## config.mk

```make
export PLATFORM = sky130hd
export DESIGN_NAME = innings_scorer
export DESIGN_NICKNAME = d
export VERILOG_FILES = /design/src/rtl/innings_pkg.sv /design/src/rtl/lfsr16_step.sv /design/src/rtl/innings_scorer.sv
export SDC_FILE = /design/constraint.sdc
export NUM_CORES = 1
export LEC_CHECK = 0
export ABC_AREA = 0
export BUFFER_PORTS_ARGS = -buffer_cell sky130_fd_sc_hd__buf_2
export CAP_MARGIN = 20
export CELL_PAD_IN_SITES_DETAIL_PLACEMENT = 1
export CELL_PAD_IN_SITES_GLOBAL_PLACEMENT = 2
export CORE_ASPECT_RATIO = 0.7
export CORE_MARGIN = 8
export CORE_UTILIZATION = 32
export CTS_CLUSTER_DIAMETER = 120
export DETAILED_ROUTE_END_ITERATION = 12
export HOLD_SLACK_MARGIN = 0.03
export PLACE_DENSITY_LB_ADDON = 0.1
export SLEW_MARGIN = 15
export SYNTH_ARGS = -nofsm -noshare
export SYNTH_HDL_FRONTEND = slang
export SYNTH_SLANG_ARGS = --single-unit
```

## constraint.sdc

```tcl
create_clock -name clk_fpga -period 2.97 [get_ports clk_fpga]
set_input_delay 0.1485 -clock clk_fpga [delete_from_list [all_inputs] [get_ports clk_fpga]]
set_output_delay 0.1485 -clock clk_fpga [all_outputs]
set_load 0.01 [all_outputs]
```

## src/rtl/innings_pkg.sv

```systemverilog
// Shared outcome codes, FSM states, LFSR taps and run lookup for the innings scorer.
// Build option EXTRAS_EN is consumed by innings_scorer, not here.
package innings_pkg;

    localparam logic [2:0] OC_DOT    = 3'd0;
    localparam logic [2:0] OC_ONE    = 3'd1;
    localparam logic [2:0] OC_TWO    = 3'd2;
    localparam logic [2:0] OC_THREE  = 3'd3;
    localparam logic [2:0] OC_FOUR   = 3'd4;
    localparam logic [2:0] OC_SIX    = 3'd5;
    localparam logic [2:0] OC_WICKET = 3'd6;
    localparam logic [2:0] OC_EXTRA  = 3'd7;

    // Feedback taps of x^16+x^14+x^13+x^11 for a right-shifting Fibonacci register
    localparam logic [15:0] LFSR_TAPS = 16'h002D;

    localparam logic [9:0] RUNS_MAX = 10'd1023;

    typedef enum logic [1:0] {
        IDLE = 2'd0,
        PLAY = 2'd1,
        DONE = 2'd2
    } state_t;

    function automatic logic [2:0] runs_for_code(input logic [2:0] code);
        case (code)
            OC_ONE:   return 3'd1;
            OC_TWO:   return 3'd2;
            OC_THREE: return 3'd3;
            OC_FOUR:  return 3'd4;
            OC_SIX:   return 3'd6;
            OC_EXTRA: return 3'd1;
            default:  return 3'd0;
        endcase
    endfunction

endpackage

```

## src/rtl/lfsr16_step.sv

```systemverilog
// 16-bit Fibonacci LFSR: load forces SEED, en advances one step, otherwise holds.
module lfsr16_step
    import innings_pkg::*;
#(
    parameter logic [15:0] SEED = 16'hACE1
) (
    input  logic        clk,
    input  logic        load,
    input  logic        en,
    output logic [15:0] value
);

    logic fb;

    assign fb = ^(value & LFSR_TAPS);

    always_ff @(posedge clk) begin
        if (load) begin
            value <= SEED;
        end else if (en) begin
            value <= {fb, value[15:1]};
        end
    end

endmodule

```

## src/rtl/innings_scorer.sv

```systemverilog
// Innings scorer: IDLE/PLAY/DONE FSM scoring one ball per accepted play pulse.
// Define EXTRAS_EN to make code 7 a wide (run, no legal ball); otherwise it scores as a legal single.
module innings_scorer
    import innings_pkg::*;
#(
    parameter int          MAX_OVERS      = 20,
    parameter int          BALLS_PER_OVER = 6,
    parameter int          MAX_WICKETS    = 10,
    parameter logic [15:0] LFSR_SEED      = 16'hACE1
) (
    input  logic       clk_fpga,
    input  logic       reset,
    input  logic       start,
    input  logic       play,
    input  logic       force_en,
    input  logic [2:0] force_code,
    output logic [9:0] runs,
    output logic [3:0] wickets,
    output logic [4:0] overs,
    output logic [2:0] balls,
    output logic [2:0] last_code,
    output logic       ball_valid,
    output logic       innings_done
);

    localparam logic [3:0] BPO = 4'(BALLS_PER_OVER);
    localparam logic [4:0] MO  = 5'(MAX_OVERS);
    localparam logic [3:0] MW  = 4'(MAX_WICKETS);

    state_t      state;
    logic [15:0] lfsr_q;
    logic        lfsr_hi_unused;
    logic        vld_p0;
    logic [2:0]  code_p0;
    logic        legal_p0;
    logic [9:0]  runs_nx;
    logic [3:0]  wkts_nx;
    logic [4:0]  overs_nx;
    logic [2:0]  balls_nx;

    function automatic logic [9:0] sat_add_runs(input logic [9:0] a, input logic [2:0] b);
        logic [10:0] s;
        s = {1'b0, a} + {8'd0, b};
        return s[10] ? RUNS_MAX : s[9:0];
    endfunction

    lfsr16_step #(
        .SEED (LFSR_SEED)
    ) u_lfsr (
        .clk   (clk_fpga),
        .load  (reset | start),
        .en    (vld_p0),
        .value (lfsr_q)
    );

    // Only the low three bits pick the outcome
    assign lfsr_hi_unused = ^lfsr_q[15:3];

    // start takes priority, so a coincident play is dropped
    assign vld_p0  = (state == PLAY) && play && !start;
    assign code_p0 = force_en ? force_code : lfsr_q[2:0];

    always_comb begin
        legal_p0 = 1'b1;
`ifdef EXTRAS_EN
        if (code_p0 == OC_EXTRA) legal_p0 = 1'b0;
`else
        legal_p0 = 1'b1;
`endif
        runs_nx  = sat_add_runs(runs, runs_for_code(code_p0));
        wkts_nx  = wickets + {3'd0, (code_p0 == OC_WICKET)};
        balls_nx = balls;
        overs_nx = overs;
        if (legal_p0) begin
            if (({1'b0, balls} + 4'd1) == BPO) begin
                balls_nx = 3'd0;
                overs_nx = overs + 5'd1;
            end else begin
                balls_nx = balls + 3'd1;
            end
        end
    end

    // ---- p0 -> registered outputs ----
    always_ff @(posedge clk_fpga) begin
        if (reset) begin
            state        <= IDLE;
            runs         <= '0;
            wickets      <= '0;
            overs        <= '0;
            balls        <= '0;
            last_code    <= '0;
            ball_valid   <= 1'b0;
            innings_done <= 1'b0;
        end else if (start) begin
            state        <= PLAY;
            runs         <= '0;
            wickets      <= '0;
            overs        <= '0;
            balls        <= '0;
            last_code    <= '0;
            ball_valid   <= 1'b0;
            innings_done <= 1'b0;
        end else begin
            ball_valid <= 1'b0;
            if (vld_p0) begin
                runs       <= runs_nx;
                wickets    <= wkts_nx;
                overs      <= overs_nx;
                balls      <= balls_nx;
                last_code  <= code_p0;
                ball_valid <= 1'b1;
                if ((overs_nx == MO) || (wkts_nx == MW)) begin
                    state        <= DONE;
                    innings_done <= 1'b1;
                end
            end
        end
    end

endmodule
```

==> impl_metrics.json <==
{
  "finish.utilization_pct": 37.6,
  "h-tree-depth": 2,
  "pin_count": 35,
  "place_hpwl_um": 3770,
  "cts_sinks": 44,
  "hold_violations": 0,
  "gp_congestion": 0.722,
  "overflow": 0,
  "leakage_nw": 1.01,
  "final_cells": 387,
  "status": "completed",
  "detail_route.iter0.violations": 50,
  "yosysTopAreaCell": "dfxtp_1",
  "start_util_pct": 32.2,
  "netlist_top_cells_area": "dfxtp_1, nand2_1, ha_1",
  "root_buffer": "clkbuf_8",
  "min_path_type": "input port to flop",
  "drt-vias-per-instance": 4.87,
  "antenna_found_initial": 0,
  "yosysTopAreaCellShare_pct": 41.4,
  "critPathArrivalTime_ns": 2.60,
  "synthArstFlopShare_pct": 0,
  "clock.fmax_mhz": 415,
  "dr.pass1.iters": 4,
  "synth_warnings": 0,
  "tns_ns": 0,
  "cts_hold_buf": 0,
  "ys_seq_elements": 44,
  "route.detailed.drc": 0,
  "routed-via-count": 1884,
  "synth_nets": 279,
  "timing.final.crit_share_pct": 81.1,
  "ant_nets": 0,
  "die_y_um": 84.2,
  "avgRoutedWirePerCell_um": 13.8,
  "synthAdderAreaFrac_pct": 5.65,
  "finalSetupViolCount": 0,
  "netlist_top_cells_count": "nand2_1, dfxtp_1, nor2_1",
  "yosysSeqAreaShare_pct": 41.4,
  "synthXorXnorAreaFrac_pct": 4.94,
  "die_area_um2": 9550,
  "synth.most_common_cell": "nand2_1",
  "power_density_nw_per_um2": 426,
  "die-width_um": 113,
  "post_cts_buffers": 0,
  "synthesis.area_um2": 2130,
  "synth_flop_cell": "dfxtp_1",
  "fin_skew_ns": 0.00795,
  "rsz0062_at_grt": "false",
  "critPathLaunchType": "flop",
  "post_cts_resized": 0,
  "finalWorstSetupSlack_ns": 0.561,
  "synth_cells": 262,
  "insertion_delay_ns": 0.29,
  "grt_util_all_layers_pct": 11.7,
  "synth_edf_count": 0,
  "numPortBuffers": 34,
  "worstMarginPinSlew_ns": 0.663,
  "cts_tree": "built",
  "area_delta_synth_final_pct": 16.8,
  "worst_ir_drop_vdd_uv": 154,
  "row_count": 25,
  "maxCapViolCount": 0,
  "grt_pass1_wl_um": 9260,
  "core_um2": 6600,
  "dp_cells": 379,
  "antenna_cells": 0,
  "yosysUniqueCellTypes": 46,
  "grt_max_degree": 35,
  "synthSimpleGateAreaFrac_pct": 28.1,
  "critical_path.endpoint_type": "flop",
  "slew_viol_final": 0,
  "slew_headroom_pct": 55.8,
  "crit_fanout": 7,
  "synth_top_family_by_area": "simple AND/OR/NAND/NOR gates",
  "pre_cts_ws_ns": 0.572,
  "required_ns": 3.16,
  "final_layout_size_suffix_gt1_share_pct": 17.1,
  "synth_compound_area_share_pct": 13.9,
  "finalNetCount": 309,
  "synth_mux_area_share_pct": 1.88,
  "clkTransAtPathRegs_ns": 0.09,
  "fin_crit_ns": 2.41,
  "clock_tree.buffer_depth": 2,
  "avgSynthCellArea_um2": 8.12,
  "grt_pass1_vias": 1866,
  "routed_wl_um": 5350,
  "cts_buffers": 5,
  "path_class": "flop to flop"
}
## cell type report
| class | count | area, um2 |
|---|---|---|
| Fill cell | 816 | 4120 |
| Multi-Input combinational cell | 198 | 1170 |
| Sequential cell | 44 | 881 |
| Timing Repair Buffer | 38 | 200 |
| Tap cell | 94 | 118 |
| Clock buffer | 6 | 82.6 |
| Inverter | 5 | 18.8 |
| Clock inverter | 2 | 10.0 |
## placed cells by master (no fill, tap or decap), drive strengths merged, types with 2 or more instances in the layout
master	netlist	routed
nand2	54	54
dfxtp	44	44
buf	6	38
nor2	22	22
a21oi	19	19
nand3	12	12
o21ai	9	9
ha	8	8
nand2b	6	6
nor3	6	6
xor2	6	6
xnor2	6	6
clkbuf	9	6
inv	5	5
nand4	5	5
mux2i	4	4
a31oi	4	4
a211oi	3	3
or4	3	3
and2	2	2
nor2b	2	2
o211a	2	2
a22oi	2	2
nor4	2	2
a311oi	2	2
nor4b	2	2
o211ai	2	2
clkinv	0	2
## report_power, final
part	total (W)	internal, W	switching, W
Clock	0.000396	0.000186	0.000210
Combinational	0.0000639	0.0000231	0.0000408
Sequential	0.000599	0.000595	0.00000362
Total	0.00106	0.000804	0.000255
## sequential cells by signal, indices dropped and copies added, names as in the netlist
register,flops
state,2
overs,5
wickets,4
last_code,3
balls,3
runs,10
u_lfsr.value,16
ball_valid,1
## metal layers
layer	vias up	GRT usage [%]	share of wire, %
li1	971	-	-
met1	875	15.8	53
met2	33	17.7	41
met3	5	3.51	5.3
met4	0	3.25	0.75
met5	-	0	0
## path summary, 6_finish.rpt
check	to	from	cells past startpoint	slack (ns)
worst max register to register	runs[6]$_SDFFE_PP0P_	u_lfsr.value[2]$_SDFFE_PP0P_	9	0.56
worst max-delay path	runs[6]$_SDFFE_PP0P_	u_lfsr.value[2]$_SDFFE_PP0P_	9	0.56
worst min register to register	u_lfsr.value[3]$_SDFFE_PP0P_	u_lfsr.value[4]$_SDFFE_PP0P_	2	0.46
worst min-delay path	state[0]$_SDFFE_PP0P_	reset	3	0.13
## logic make-up (layout without fill, tap and decap cells)
family / Yosys count / count (layout)
simple gates: 125 / 125
compound gates: 48 / 48
flops: 44 / 44
buf+inv: 20 / 51
xor+xnor: 12 / 12
fa+ha+maj: 9 / 9
mux: 4 / 4
## critical path: stages (launching register included)
cell	delay, ns
dfxtp_1	0.47
nand2b_1	0.10
o22ai_1	0.21
nor2_1	0.07
ha_1	0.21
fa_1	0.40
a21oi_1	0.34
nor2_1	0.09
and4_1	0.22
o211a_1	0.20
## per-stage QoR
stage                     area (um2)  hold slack (ns)  power (W)
after global placement          2390            0.442   0.000678
after global routing            2480            0.145    0.00111
after CTS                       2480            0.121    0.00108
after detailed placement        2390            0.444   0.000678
after floorplan                 2130            0.314   0.000654
final                           2480            0.130    0.00106
Power figures use the tool's default switching activity.
